**config.mk**
```make
export PLATFORM = sky130hd
export DESIGN_NAME = util_debounce
export DESIGN_NICKNAME = d
export VERILOG_FILES = /design/src/rtl/util_pkg.sv /design/src/rtl/util_sat_counter.sv /design/src/rtl/util_debounce.sv
export SDC_FILE = /design/constraint.sdc
export NUM_CORES = 1
export LEC_CHECK = 0
export ABC_AREA = 1
export BUFFER_PORTS_ARGS = -buffer_cell sky130_fd_sc_hd__clkbuf_2
export CORE_MARGIN = 3
export CORE_UTILIZATION = 41
export DETAILED_ROUTE_END_ITERATION = 10
export PLACE_DENSITY_LB_ADDON = 0.3
export SLEW_MARGIN = 20
export SYNTH_ARGS = -nofsm -noshare
export SYNTH_HDL_FRONTEND = slang
export SYNTH_SLANG_ARGS = --single-unit
export TNS_END_PERCENT = 10
```
**constraint.sdc**
```tcl
create_clock -name clk -period 1.1 [get_ports clk]
set_input_delay 0.22 -clock clk [delete_from_list [all_inputs] [get_ports clk]]
set_output_delay 0.22 -clock clk [all_outputs]
set_load 0.01 [all_outputs]
```
**src/rtl/util_pkg.sv**
```systemverilog
// util_pkg: definitions shared by the util_* library blocks.
//   deb_state_t  - debouncer state encoding (LOW / CHK_H / HIGH / CHK_L)
//   EDGE_*       - accepted values of the debouncer C_EDGE_TYPE parameter
package util_pkg;

    typedef enum logic [1:0] {
        ST_LOW   = 2'd0,
        ST_CHK_H = 2'd1,
        ST_HIGH  = 2'd2,
        ST_CHK_L = 2'd3
    } deb_state_t;

    localparam string EDGE_RISE = "rise";
    localparam string EDGE_FALL = "fall";
    localparam string EDGE_BOTH = "both";

endpackage

```
**src/rtl/util_sat_counter.sv**
```systemverilog
// util_sat_counter: up-counter that sticks at all-ones instead of wrapping.
// Ports:
//   clk   - clock
//   rst   - asynchronous reset, active-high (count -> 0)
//   en    - increment request (ignored once saturated)
//   clr   - synchronous clear, has priority over en
//   count - current count, WIDTH bits
module util_sat_counter #(
    parameter int unsigned WIDTH = 8
) (
    input  logic             clk,
    input  logic             rst,
    input  logic             en,
    input  logic             clr,
    output logic [WIDTH-1:0] count
);

    always_ff @(posedge clk or posedge rst) begin
        if (rst) begin
            count <= '0;
        end else if (clr) begin
            count <= '0;
        end else if (en && (count != '1)) begin
            count <= count + WIDTH'(1);
        end
    end

endmodule

```
**src/rtl/util_debounce.sv**
```systemverilog
// util_debounce: glitch filter for an already-synchronized level. The output
// level follows din only after din has held a new value for DEBOUNCE_CYCLE
// consecutive clocks; one-cycle rise/fall pulses mark each accepted change.
// Optional feature macro: UTIL_DEBOUNCE_GLITCH_CNT_EN builds the saturating
// rejected-change counter; without it glitch_cnt is tied to zero.
// Ports:
//   clk        - clock
//   rst        - asynchronous reset, active-high
//   din        - synchronized input level (clk domain)
//   dout       - debounced level
//   dout_r     - one-cycle pulse on dout 0->1 (if enabled by C_EDGE_TYPE)
//   dout_f     - one-cycle pulse on dout 1->0 (if enabled by C_EDGE_TYPE)
//   busy       - high while a candidate change is being qualified
//   glitch_cnt - number of rejected candidate changes, saturating
module util_debounce
    import util_pkg::*;
#(
    parameter int unsigned DEBOUNCE_CYCLE   = 16,
    parameter string       C_EDGE_TYPE      = "both",
    parameter logic        INIT_LEVEL       = 1'b0,
    parameter int unsigned GLITCH_CNT_WIDTH = 16
) (
    input  logic                        clk,
    input  logic                        rst,
    input  logic                        din,
    output logic                        dout,
    output logic                        dout_r,
    output logic                        dout_f,
    output logic                        busy,
    output logic [GLITCH_CNT_WIDTH-1:0] glitch_cnt
);

    localparam int unsigned      CNT_W    = $clog2(DEBOUNCE_CYCLE + 1);
    localparam logic [CNT_W-1:0] CNT_LAST = CNT_W'(DEBOUNCE_CYCLE - 1);
    localparam deb_state_t       ST_RST   = INIT_LEVEL ? ST_HIGH : ST_LOW;

    // Any string other than "fall"/"rise" enables both pulses.
    localparam logic RISE_EN = (C_EDGE_TYPE != EDGE_FALL);
    localparam logic FALL_EN = (C_EDGE_TYPE != EDGE_RISE);
    localparam logic BYPASS  = (DEBOUNCE_CYCLE == 1);

    deb_state_t       state, state_next;
    logic [CNT_W-1:0] cnt, cnt_next;
    logic             dout_next, dout_r_next, dout_f_next, busy_next;

    always_ff @(posedge clk or posedge rst) begin
        if (rst) begin
            state  <= ST_RST;
            cnt    <= '0;
            dout   <= INIT_LEVEL;
            dout_r <= 1'b0;
            dout_f <= 1'b0;
            busy   <= 1'b0;
        end else begin
            state  <= state_next;
            cnt    <= cnt_next;
            dout   <= dout_next;
            dout_r <= dout_r_next;
            dout_f <= dout_f_next;
            busy   <= busy_next;
        end
    end

    always_comb begin
        state_next  = state;
        cnt_next    = cnt;
        dout_next   = dout;
        dout_r_next = 1'b0;
        dout_f_next = 1'b0;

        case (state)
            ST_LOW: begin
                if (din) begin
                    if (BYPASS) begin
                        state_next  = ST_HIGH;
                        dout_next   = 1'b1;
                        dout_r_next = RISE_EN;
                        cnt_next    = '0;
                    end else begin
                        // First sample of the new level counts as one.
                        state_next = ST_CHK_H;
                        cnt_next   = CNT_W'(1);
                    end
                end
            end
            ST_CHK_H: begin
                if (!din) begin
                    state_next = ST_LOW;
                    cnt_next   = '0;
                end else if (cnt == CNT_LAST) begin
                    state_next  = ST_HIGH;
                    dout_next   = 1'b1;
                    dout_r_next = RISE_EN;
                    cnt_next    = '0;
                end else begin
                    cnt_next = cnt + CNT_W'(1);
                end
            end
            ST_HIGH: begin
                if (!din) begin
                    if (BYPASS) begin
                        state_next  = ST_LOW;
                        dout_next   = 1'b0;
                        dout_f_next = FALL_EN;
                        cnt_next    = '0;
                    end else begin
                        state_next = ST_CHK_L;
                        cnt_next   = CNT_W'(1);
                    end
                end
            end
            ST_CHK_L: begin
                if (din) begin
                    state_next = ST_HIGH;
                    cnt_next   = '0;
                end else if (cnt == CNT_LAST) begin
                    state_next  = ST_LOW;
                    dout_next   = 1'b0;
                    dout_f_next = FALL_EN;
                    cnt_next    = '0;
                end else begin
                    cnt_next = cnt + CNT_W'(1);
                end
            end
            default: begin
                state_next = ST_RST;
                cnt_next   = '0;
            end
        endcase

        // Registered copy of the next state's CHK decode, so busy lines up
        // with the state register.
        busy_next = (state_next == ST_CHK_H) || (state_next == ST_CHK_L);
    end

`ifdef UTIL_DEBOUNCE_GLITCH_CNT_EN
    logic glitch;

    // A glitch is din falling back to the stable level during qualification.
    assign glitch = ((state == ST_CHK_H) && !din) || ((state == ST_CHK_L) && din);

    util_sat_counter #(
        .WIDTH(GLITCH_CNT_WIDTH)
    ) u_glitch_cnt (
        .clk  (clk),
        .rst  (rst),
        .en   (glitch),
        .clr  (1'b0),
        .count(glitch_cnt)
    );
`else
    assign glitch_cnt = '0;
`endif

endmodule

```
# == Word level (Yosys, flattened, before mapping) ==
# Index checks and enable logic that the tools add are counted.
# totals
elab_cells,47
input_bits,3
output_inout_bits,20
register_bits,11
# classes
eq_ne,12
n_reduce_logical,5
add_sub_neg,1
n_mux,23
# ops
operator,n
$mux W5,5
$pmux W5 S4,1
$mux W2,6
$ne A2 B2 Y1 const B,6
$mux W1,9
$pmux W2 S4,1
$eq A2 B2 Y1 const B,3
$add A5 B1 Y5 const B,1
$eq A5 B4 Y1 const B,1
$reduce_and A5 Y1,1
$eq A2 B1 Y1 const B,2
$logic_not A2 Y1,1
$pmux W1 S2,1
$reduce_and A2 Y1,1
$reduce_bool A2 Y1,1
$logic_or A1 B1 Y1,1

# == Depth between registers and ports, before layout ==
# logic_depth
word_depth,6
ltp_mapped,7
mapped_depth_nobuf,7

# == Worst setup path after synthesis ==
# Ideal clock, no wire load.
# synth_timing
path_type,reg2reg
start,reg cnt[0]
end,reg dout
arrival_ns,1.023
slack_ns,-0.039
stages_incl_launch_ff,7
period_less_slack_ns,1.139
t_required_ns,0.983
n_path_buf,0
setup_time_ns,0.117
path_cell_list,dfrtp_1 > ha_1 > nand3_2 > nor3_4 > nand2_1 > nand2_1 > nand2_1
# synth_between
elab_chain_len,3
word_cells_on_any_way,4
classes_between,eq/ne (3); reduce/logical (1)
# synth_rtl
item,line,text
from (decl),util_debounce.sv:43,"logic [CNT_W-1:0] cnt, cnt_next;"
from (signal assigned),util_debounce.sv:56,cnt <= cnt_next;
$eq A5 B4 Y1 (*),"util_debounce.sv:90, util_debounce.sv:116",
$ne A2 B2 Y1 (no line),--,
$reduce_and A5 Y1 (no line) (*),--,
to (signal assigned),util_debounce.sv:57,dout <= dout_next;
to (decl),util_debounce.sv:26,"output logic dout,"
# Mark *: on every way between the ends. The rest lies on a longest branch, timed or not.
# A chain may end at the register's enable or synchronous reset.

# == Worst setup path in the final report ==
# layout_timing
start,reg cnt[0]
end,reg cnt[0]
# layout_between
elab_chain_len,4
word_cells_on_any_way,6
classes_between,add/sub (1); eq/ne (1); mux (4)
# layout_rtl
item,line,text
$add A5 B1 Y5 or $eq A5 B4 Y1 (tied branches),--,
$mux W5 (*),"util_debounce.sv:90, util_debounce.sv:116",
"$mux W5, on equally long branches","util_debounce.sv:113, util_debounce.sv:87",
$pmux W5 S4 (*),util_debounce.sv:71,case (state)
# Marked as above.

==> metrics.txt <==
# TYPE chip_impl_metric gauge
chip_impl_metric{name="cts.sink_count",unit=""} 10
chip_impl_metric{name="drtIter0Drc",unit=""} 10
chip_impl_metric{name="number_of_buffers_created_by_cts",unit=""} 3
chip_impl_metric{name="power_switching",unit="uW"} 216
chip_impl_metric{name="fin_skew",unit="ps"} 2.56
chip_impl_info{name="crit_type",value="flip-flop to flip-flop"} 1
chip_impl_metric{name="clockBufferDepth",unit=""} 2
chip_impl_metric{name="fmax",unit="GHz"} 0.818
chip_impl_metric{name="core.rowCount",unit=""} 13
chip_impl_metric{name="finalWorstPathRequiredPeriod",unit="ps"} 1220
chip_impl_info{name="cts_tree",value="yes"} 1
chip_impl_metric{name="reg2regPathDepth",unit=""} 5
chip_impl_metric{name="finalSetupViolations",unit=""} 6
chip_impl_info{name="setup.worst_path.end_class",value="flip-flop"} 1
chip_impl_metric{name="first_pass_iters",unit=""} 4
chip_impl_metric{name="design.core.area",unit="mm2"} 0.00133
chip_impl_info{name="startpoint",value="cnt[0]"} 1
chip_impl_metric{name="floorplan.die.width",unit="um"} 44.2
chip_impl_metric{name="num_io_pins",unit=""} 23
chip_impl_info{name="cpLargestDelayFamily",value="simple AND/OR/NAND/NOR gates"} 1
chip_impl_metric{name="grt_antenna_before_repair",unit=""} 0
chip_impl_metric{name="gate_power_share",unit="%"} 18.9
chip_impl_metric{name="max_cap_viol_count",unit=""} 0
chip_impl_metric{name="arrival",unit="ps"} 1360
chip_impl_info{name="layout.cells.most_common_list",value="sky130_fd_sc_hd__conb_1 (16), sky130_fd_sc_hd__nand2_1 (13), sky130_fd_sc_hd__dfrtp_1 (10)"} 1
chip_impl_info{name="worstSetupStartpointType",value="flip-flop"} 1
chip_impl_info{name="rr_endpoint",value="cnt[0]"} 1
chip_impl_metric{name="crit_required",unit="ps"} 1240
chip_impl_metric{name="die_y",unit="um"} 44.2
chip_impl_metric{name="clock_power_share",unit="%"} 31.2
chip_impl_metric{name="preCtsSetupSlack",unit="ps"} -103
chip_impl_info{name="grt_setup_unrepaired",value="yes"} 1
chip_impl_metric{name="postLayoutCoreUtil",unit="%"} 54.5
chip_impl_metric{name="grt_pass1_vias",unit=""} 378
chip_impl_metric{name="globalRoute.totalOverflow",unit=""} 0
chip_impl_metric{name="layout_setup_ws",unit="ps"} -122
chip_impl_metric{name="powerDensity",unit="mW/mm2"} 1080
chip_impl_metric{name="avgRoutedWirePerCell",unit="um"} 10.4
chip_impl_metric{name="floorplan.die_area",unit="mm2"} 0.00195
chip_impl_metric{name="global_route_wire_length_before_repair",unit="um"} 1610
chip_impl_info{name="final_common_cell",value="sky130_fd_sc_hd__conb_1"} 1
chip_impl_info{name="setup.worst_path.end",value="cnt[0]"} 1
chip_impl_metric{name="int_power",unit="uW"} 571
chip_impl_metric{name="power_leakage",unit="nW"} 0.403
chip_impl_metric{name="switching_power_share_of_the_total",unit="%"} 27.4
chip_impl_metric{name="post-route-period-util",unit="%"} 111
chip_impl_metric{name="initial_util",unit="%"} 44.7
chip_impl_metric{name="synthesis.area",unit="um2"} 597
chip_impl_metric{name="detail_route.vias_per_cell",unit=""} 4.43
chip_impl_metric{name="gp_congestion",unit=""} 0.825
chip_impl_metric{name="finalNonFillerCells",unit=""} 104
chip_impl_metric{name="numPlacedInstances",unit=""} 96
chip_impl_metric{name="num_antenna_cells",unit=""} 0
chip_impl_metric{name="cp_num_buf_inv",unit=""} 1
chip_impl_info{name="ctsRootBufferMaster",value="sky130_fd_sc_hd__clkbuf_4"} 1
chip_impl_metric{name="syn-mean-instance-area",unit="um2"} 8.53
chip_impl_metric{name="critical_path_depth",unit=""} 5
chip_impl_metric{name="cts.htree.levels",unit=""} 1
chip_impl_metric{name="drtAntennaViolNets",unit=""} 0
chip_impl_info{name="run_status",value="complete, but fails checks"} 1
chip_impl_metric{name="clkTransAtPathRegs",unit="ps"} 70
chip_impl_info{name="crit_slowest_cell",value="sky130_fd_sc_hd__dfrtp_1"} 1
chip_impl_info{name="failing_checks",value="setup timing"} 1
chip_impl_metric{name="synth.ff_latch_count",unit=""} 10
chip_impl_metric{name="clkLatencyLatePin",unit="ps"} 260
chip_impl_metric{name="cp_slowest_stage_delay",unit="ps"} 360
chip_impl_metric{name="cp_max_fo",unit=""} 6
chip_impl_info{name="crit_chain",value="ha_2, nand3_4, nor3_4, buf_4, nor2_2"} 1
chip_impl_metric{name="placement.io_buffers",unit=""} 6
chip_impl_metric{name="layout-drive-gt1-share",unit="%"} 33.7
chip_impl_metric{name="routed_wirelength",unit="um"} 1080
chip_impl_metric{name="number_of_hold_slack_violations_in_the_final_timing_report",unit=""} 0
chip_impl_metric{name="timing.reg2reg.setup_slack",unit="ps"} -120
chip_impl_metric{name="groute.usage.overall",unit="%"} 11.6
chip_impl_metric{name="design.final.nets",unit=""} 95
chip_impl_metric{name="share_seq_of_total_power",unit="%"} 49.9
chip_impl_metric{name="setup-tns-final",unit="ps"} -466
chip_impl_info{name="r2r_start",value="cnt[0]"} 1
chip_impl_metric{name="synth_cell_types",unit=""} 17
chip_impl_metric{name="ys_seq_area_share",unit="%"} 41.9
chip_impl_metric{name="area_growth_from_synthesis_to_layout",unit="%"} 21.8
chip_impl_metric{name="final_max_slew_viol_count",unit=""} 0
chip_impl_info{name="min_path_type",value="primary input to flip-flop"} 1
chip_impl_metric{name="peakVddDrop",unit="uV"} 649
chip_impl_metric{name="grt_max_degree",unit=""} 11
chip_impl_metric{name="ys_warn_count",unit=""} 0
chip_impl_metric{name="syn-instance-count",unit=""} 70
chip_impl_metric{name="drt_drc_violations_left",unit=""} 0
chip_impl_metric{name="dr_total_vias",unit=""} 461
chip_impl_metric{name="detailed_placement_wirelength_estimate",unit="um"} 702
-- power groups by stage --
stage / sequential (mW) / clock [mW] / combinational [mW]
after floorplan: 0.401 / 0 / 0.112
after global placement: 0.399 / 0 / 0.108
after detailed placement: 0.399 / 0 / 0.109
after CTS: 0.394 / 0.257 / 0.118
after global routing: 0.394 / 0.270 / 0.166
final: 0.392 / 0.246 / 0.149
-- through the flow --
stage	power [mW]	area (um2)	hold WS [ps]
after floorplan	0.513	653	60.2
after global placement	0.506	627	198
after detailed placement	0.508	627	201
after CTS	0.769	679	224
after global routing	0.829	727	243
final	0.787	727	230
-- layout make-up --
cell class	instances	area [um2]
inverter	7	26.3
sequential	10	250
multi-input combinational	52	290
timing repair buffer	17	119
clock buffer	3	22.5
tap	15	18.8
fill	131	607
-- repair_timing --
action | CTS | global route
resized for setup | 6 | 4
hold endpoints to repair | 10 | 0
endpoints found under the setup margin | 9 | 11
pin swaps | 2 | 3
hold buffers | 1 | 0
buffers inserted | 0 | 4
-- worst min-delay path by stage --
stage / start / endpoint / slack [ps] / depth (start not counted)
CTS: din / dout_r / 220 / 3
floorplan: rst / cnt[0] / 60 / 1
global route: din / dout_r / 240 / 3
finish: din / dout_r / 230 / 3
detailed placement: rst / dout_f / 200 / 2
global placement: rst / dout_f / 200 / 2
-- Yosys cell counts (all sizes together) --
master | count | area, um2
o21ai | 3 | 15.0
nand3 | 6 | 40.0
a21oi | 1 | 5.00
ha | 1 | 12.5
nand2 | 15 | 58.8
buf | 16 | 120
nor2 | 5 | 18.8
a21boi | 1 | 7.51
nor3 | 1 | 16.3
and3 | 1 | 7.51
conb | 1 | 3.75
inv | 7 | 26.3
nor4 | 1 | 6.26
dfrtp | 10 | 250
xnor2 | 1 | 8.76
-- tightest hold or removal path, cell delays in order --
cell,delay (ps)
sky130_fd_sc_hd__clkbuf_2,120
sky130_fd_sc_hd__nand3_2,80
sky130_fd_sc_hd__inv_1,30
-- cells by family (layout without fill, tap and decap cells) --
family / count (synthesis) / after routing / share of synthesized area (%)
and+or+nand+nor: 29 / 29 / 24.7
buffers and inverters: 23 / 27 / 24.5
DFF: 10 / 10 / 41.9
AOI/OAI and AO/OA: 5 / 5 / 4.61
adders and majority gates: 1 / 1 / 2.10
other: 1 / 16 / 0.628
xor gates and xnor gates: 1 / 1 / 1.47
-- per-layer routing --
| layer | up-vias | part of all wire (%) | GRT usage, % |
|---|---|---|---|
| met5 | - | 0 | 0 |
| met4 | 0 | 0.83 | 9.04 |
| met3 | 2 | 7.9 | 2.44 |
| met1 | 208 | 42 | 14.5 |
| met2 | 24 | 49 | 17.2 |
| li1 | 227 | - | - |
-- sequential cells by signal, summed over array words and instances, names as in the netlist --
name and flops:
cnt 5, state 2, dout 1, dout_f 1, dout_r 1
No activity file was read; power rests on OpenSTA's default activity.
